## src/rtl/seq_div8_core.sv

```systemverilog
// rtl/seq_div8_core.sv - sequential radix-2 restoring divider, signed/unsigned/mixed operands
// Optional macro SEQ_DIV_ZERO_FAST_EN: short-circuit divide-by-zero straight to FIX.
module seq_div8_core #(
    parameter int WIDTH = 8
) (
    input  logic             clk,
    input  logic             rst_n,
    input  logic             start,
    input  logic [WIDTH-1:0] dividend,
    input  logic [WIDTH-1:0] divisor,
    input  logic [1:0]       sign_mode,
    output logic [WIDTH-1:0] quotient,
    output logic [WIDTH-1:0] remainder,
    output logic             done,
    output logic             busy,
    output logic             div_by_zero
);

    localparam int CW = $clog2(WIDTH + 1);

    typedef enum logic [1:0] {
        IDLE = 2'd0,
        ITER = 2'd1,
        FIX  = 2'd2
    } state_t;

    state_t state, state_nxt;

    logic             sign_a, sign_b, b_zero;
    logic [WIDTH-1:0] mag_b, q, rem, a_raw;
    logic [CW-1:0]    cnt;

    logic             accept;
    logic             sign_a_in, sign_b_in;
    logic [WIDTH-1:0] mag_a_in, mag_b_in;
    logic [WIDTH:0]   rem_sh, diff;
    logic             fix_go;

    assign accept    = (state == IDLE) && start;
    assign sign_a_in = sign_mode[1] & dividend[WIDTH-1];
    assign sign_b_in = sign_mode[0] & divisor[WIDTH-1];
    // Two's-complement negate of the most negative value wraps to itself, which is its unsigned magnitude.
    assign mag_a_in  = sign_a_in ? -dividend : dividend;
    assign mag_b_in  = sign_b_in ? -divisor  : divisor;

    // The partial remainder stays below |B| between iterations, so only the shifted value needs the extra bit.
    assign rem_sh = {rem, q[WIDTH-1]};
    assign diff   = rem_sh - {1'b0, mag_b};

`ifdef SEQ_DIV_ZERO_FAST_EN
    logic fix_hold;
    assign fix_go = (state == FIX) && !fix_hold;
`else
    assign fix_go = (state == FIX);
`endif

    always_ff @(posedge clk or negedge rst_n) begin
        if (!rst_n) begin
            state <= IDLE;
        end else begin
            state <= state_nxt;
        end
    end

    always_comb begin
        state_nxt = state;
        case (state)
            IDLE: begin
                if (start) begin
`ifdef SEQ_DIV_ZERO_FAST_EN
                    state_nxt = (divisor == '0) ? FIX : ITER;
`else
                    state_nxt = ITER;
`endif
                end
            end
            ITER: begin
                if (cnt == CW'(1)) begin
                    state_nxt = FIX;
                end
            end
            FIX: begin
                if (fix_go) begin
                    state_nxt = IDLE;
                end
            end
            default: state_nxt = IDLE;
        endcase
    end

    always_ff @(posedge clk or negedge rst_n) begin
        if (!rst_n) begin
            sign_a      <= 1'b0;
            sign_b      <= 1'b0;
            b_zero      <= 1'b0;
            mag_b       <= '0;
            q           <= '0;
            rem         <= '0;
            a_raw       <= '0;
            cnt         <= '0;
            quotient    <= '0;
            remainder   <= '0;
            done        <= 1'b0;
            busy        <= 1'b0;
            div_by_zero <= 1'b0;
`ifdef SEQ_DIV_ZERO_FAST_EN
            fix_hold    <= 1'b0;
`endif
        end else begin
            done <= 1'b0;
            if (accept) begin
                sign_a <= sign_a_in;
                sign_b <= sign_b_in;
                b_zero <= (divisor == '0);
                mag_b  <= mag_b_in;
                q      <= mag_a_in;
                rem    <= '0;
                a_raw  <= dividend;
                cnt    <= CW'(WIDTH);
                busy   <= 1'b1;
`ifdef SEQ_DIV_ZERO_FAST_EN
                // The fast path still spends one cycle in FIX so done lands two edges after acceptance.
                fix_hold <= (divisor == '0);
`endif
            end else if (state == ITER) begin
                cnt <= cnt - CW'(1);
                if (!diff[WIDTH]) begin
                    rem <= diff[WIDTH-1:0];
                    q   <= {q[WIDTH-2:0], 1'b1};
                end else begin
                    rem <= rem_sh[WIDTH-1:0];
                    q   <= {q[WIDTH-2:0], 1'b0};
                end
            end else if (fix_go) begin
                if (b_zero) begin
                    quotient  <= '1;
                    remainder <= a_raw;
                end else begin
                    quotient  <= (sign_a ^ sign_b) ? -q : q;
                    remainder <= sign_a ? -rem : rem;
                end
                div_by_zero <= b_zero;
                done        <= 1'b1;
                busy        <= 1'b0;
            end
`ifdef SEQ_DIV_ZERO_FAST_EN
            else if (state == FIX) begin
                fix_hold <= 1'b0;
            end
`endif
        end
    end

endmodule

```

## config.mk

```make
export PLATFORM = sky130hd
export DESIGN_NAME = seq_div8_core
export DESIGN_NICKNAME = d
export VERILOG_FILES = /design/src/rtl/seq_div8_core.sv
export SDC_FILE = /design/constraint.sdc
export NUM_CORES = 1
export LEC_CHECK = 0
export CAP_MARGIN = 40
export CORE_ASPECT_RATIO = 1.2
export CORE_MARGIN = 4
export CORE_UTILIZATION = 56
export DETAILED_ROUTE_END_ITERATION = 6
export HOLD_SLACK_MARGIN = 0.03
export PLACE_DENSITY = 0.85
export SYNTH_ARGS = -nofsm -noshare
export SYNTH_HDL_FRONTEND = slang
export SYNTH_SLANG_ARGS = --single-unit
```

## constraint.sdc

```tcl
create_clock -name clk -period 3.21 [get_ports clk]
set_input_delay 0.642 -clock clk [delete_from_list [all_inputs] [get_ports clk]]
set_output_delay 0.642 -clock clk [all_outputs]
set_load 0.01 [all_outputs]
```

==> impl_metrics.csv <==
group,metric,value,unit
run_status,status,"finished, final reports clean",
finish,syn_to_final_growth,17.4,%
clock_tree,cts_max_level,3,
placed_design,placement.cell_area,0.00390,mm2
worst_setup_path,worstPathMaxFanout,10,
clock_tree,clk_pin_slew,60,ps
finish,final_area,0.00409,mm2
clock_tree,clockRootBuffer,"clkbuf_8",
logic_synthesis,syn_inst,395,
route,drt_first_pass_iters,5,
timing,worst_slew_pin_slew,848,ps
timing,maxSlewHeadroom,43.2,%
timing,finalHoldViolations,0,
global_route,antenna_found_initial,0,
logic_synthesis,synth_area,0.00348,mm2
floorplan,num_rows,31,
finish,diodes,0,
floorplan,ios,40,
timing,period_share,81.7,%
clock_tree,clk_path_buf_depth,2,
logic_synthesis,yosysWarnings,0,
global_route,grt_pass1_vias,3025,
placed_design,place_inst,501,
finish,final_common_cell,"nand2_1",
finish,nets,466,
floorplan,dieArea,0.00755,mm2
worst_hold_path,min_path_type,"in2async",
placed_design,portBuffers,39,
clock_tree,numCtsBuffers,9,
power_and_ir_drop,leakagePower,0.00181,uW
finish,postLayoutCoreUtil,67.5,%
floorplan,die_w,80.0,um
route,drc_errors,0,
logic_synthesis,synthDistinctLibCells,49,
floorplan,fp.dieH,94.4,um
placed_design,dp_hpwl,6050,um
route,routed_wl,8280,um
power_and_ir_drop,peakVddDrop,577,uV
worst_setup_path,arrival,2840,ps
route,wl_per_cell,16.0,um
timing,slew_violations,0,
global_route,grt-ovfl-total,0,
worst_setup_path,crit_path_end_kind,"register",
worst_setup_path,crit_required,3430,ps
finish,fin_cells,516,
clock_tree,hold_buffers,0,
worst_setup_path,crit_type,"reg2reg",
timing,period_needed,2620,ps
route,viasPerCell,5.86,
global_route,grt_usage,24.0,%
finish,nFillCells,469,
finish,layout-drive-gt1-share,5.30,%
timing,timing.fmax,382,MHz
power_and_ir_drop,powerDensity,1080,mW/mm2
logic_synthesis,synth_seq_cells,60,
route,antenna_left,0,
power_and_ir_drop,power,4430,uW
finish,final_cell_mix,"nand2_1, dfrtp_1, clkdlybuf4s50_1",
logic_synthesis,yosysSeqAreaShare,43.1,%
clock_tree,cts_tree,"yes",
global_route,grt_pass1_wl,14000,um
logic_synthesis,synth_enable_flop_cells,0,
clock_tree,clock-sinks,60,
floorplan,initial_core_util,57.5,%
timing,rsz0062_at_grt,"no",
timing,finalSetupTns,0,ps
clock_tree,cts_setup_buffers,0,
clock_tree,cts-resized-gates,0,
global_route,grt_max_degree,35,
logic_synthesis,synthArstFlopShare,100,%
worst_setup_path,start_kind,"register",
timing,setup_violations,0,
timing,fin_worst_skew,7.54,ps
logic_synthesis,synth_fp_nets,431,
route,drtIter0Drc,246,
route,via_count,3026,
floorplan,core,0.00605,mm2
logic_synthesis,postSynthAreaPerCell,8.81,um2
placed_design,gp_congestion,0.824,
clock_tree,worstSkewPairLatency,340,ps
run,maxCapViolCount,0,
logic_synthesis,synthFlopType,"dfrtp_1",
## power breakdown
group,switching [uW],total [uW],internal (uW)
registers,335,1430,1100
logic,1290,2350,1060
clock network,275,650,375
total,1900,4430,2530
## flip-flops by register name (all words and copies together) (netlist names), 2 cells and up
register and flops:
a_raw 8, cnt 4, mag_b 8, q 8, quotient 8, rem 8, remainder 8, state 2
## area by class of cell
type                       instances  area (um2)  area share [%]
multi-input combinational        294        1800            44.1
sequential                        60        1500            36.8
timing repair buffer              42         408            9.98
clock buffer                      13         149            3.64
tap                               82         103            2.51
inverter                          23        86.3            2.11
clock inverter                     2        35.0           0.858
## layer usage
| metal | wire (um) | share of wire (%) | GRT usage [%] |
|---|---|---|---|
| met5 | 0 | 0 | 0 |
| met4 | 284 | 3.4 | 12.1 |
| met3 | 407 | 4.9 | 2.58 |
| met2 | 4180 | 50 | 42.3 |
| met1 | 3410 | 41 | 28.8 |
## critical path, cell delays in order (launching register included)
cell and delay (ps):
dfrtp_1 380, inv_1 100, ha_1 220, fa_1 380, nand2b_1 200, a211oi_2 320
o21ai_2 200, or2_1 340, a311o_1 380
## cell usage after synthesis, types with 2 or more instances
master,count,area (um2)
o31ai_1,4,30.0
or3b_2,2,17.5
a211oi_1,3,22.5
dfrtp_1,60,1500
o311ai_1,4,35.0
xnor2_1,18,158
a2111oi_0,2,17.5
nor2b_1,2,12.5
o21ai_0,31,155
xor2_1,8,70.1
nand3_1,10,50.1
nand2b_1,6,37.5
o41ai_1,3,26.3
o22a_1,2,17.5
inv_1,23,86.3
nor4_1,2,12.5
nor3_1,5,25.0
and3_1,2,12.5
mux2i_1,7,70.1
nand3b_1,2,15.0
nand2_1,67,251
a31oi_1,7,43.8
a21o_1,2,15.0
a21oi_1,20,100
buf_6,3,33.8
clkbuf_1,13,48.8
nor2_1,33,124
a22oi_1,3,22.5
or3_1,7,43.8
o211ai_1,10,75.1
buf_1,2,7.51
and2_1,2,12.5
ha_1,14,175
## kinds of logic (layout without fill, tap and decap cells)
kind of cell    Yosys count  in the layout  synth area share [%]
compound gates          102            102                  19.2
xor+xnor                 26             26                  6.54
fa+ha+maj                15             15                  5.61
buf+inv                  41             80                  5.07
flops                    60             60                  43.1
mux                       7              7                  2.01
simple gates            144            144                  18.5
## worst paths after layout
check                         start  cells after the start  slack [ps]      endpoint
max                            q[7]                      8         590        rem[5]
min                           rst_n                      1         360  remainder[2]
max reg2reg                    q[7]                      8         590        rem[5]
min reg2reg                a_raw[7]                      2         470      a_raw[7]
max in group asynchronous     rst_n                      2        2170   quotient[0]
min in group clk           a_raw[7]                      2         470      a_raw[7]
## stage by stage
stage	hold slack (ps)	setup slack [ps]
6_report	364	589
5_1_grt	418	441
3_5_place_dp	458	606
3_3_place_gp	455	704
4_1_cts	382	595
2_1_floorplan	346	826
No activity file was read; power rests on OpenSTA's default activity.
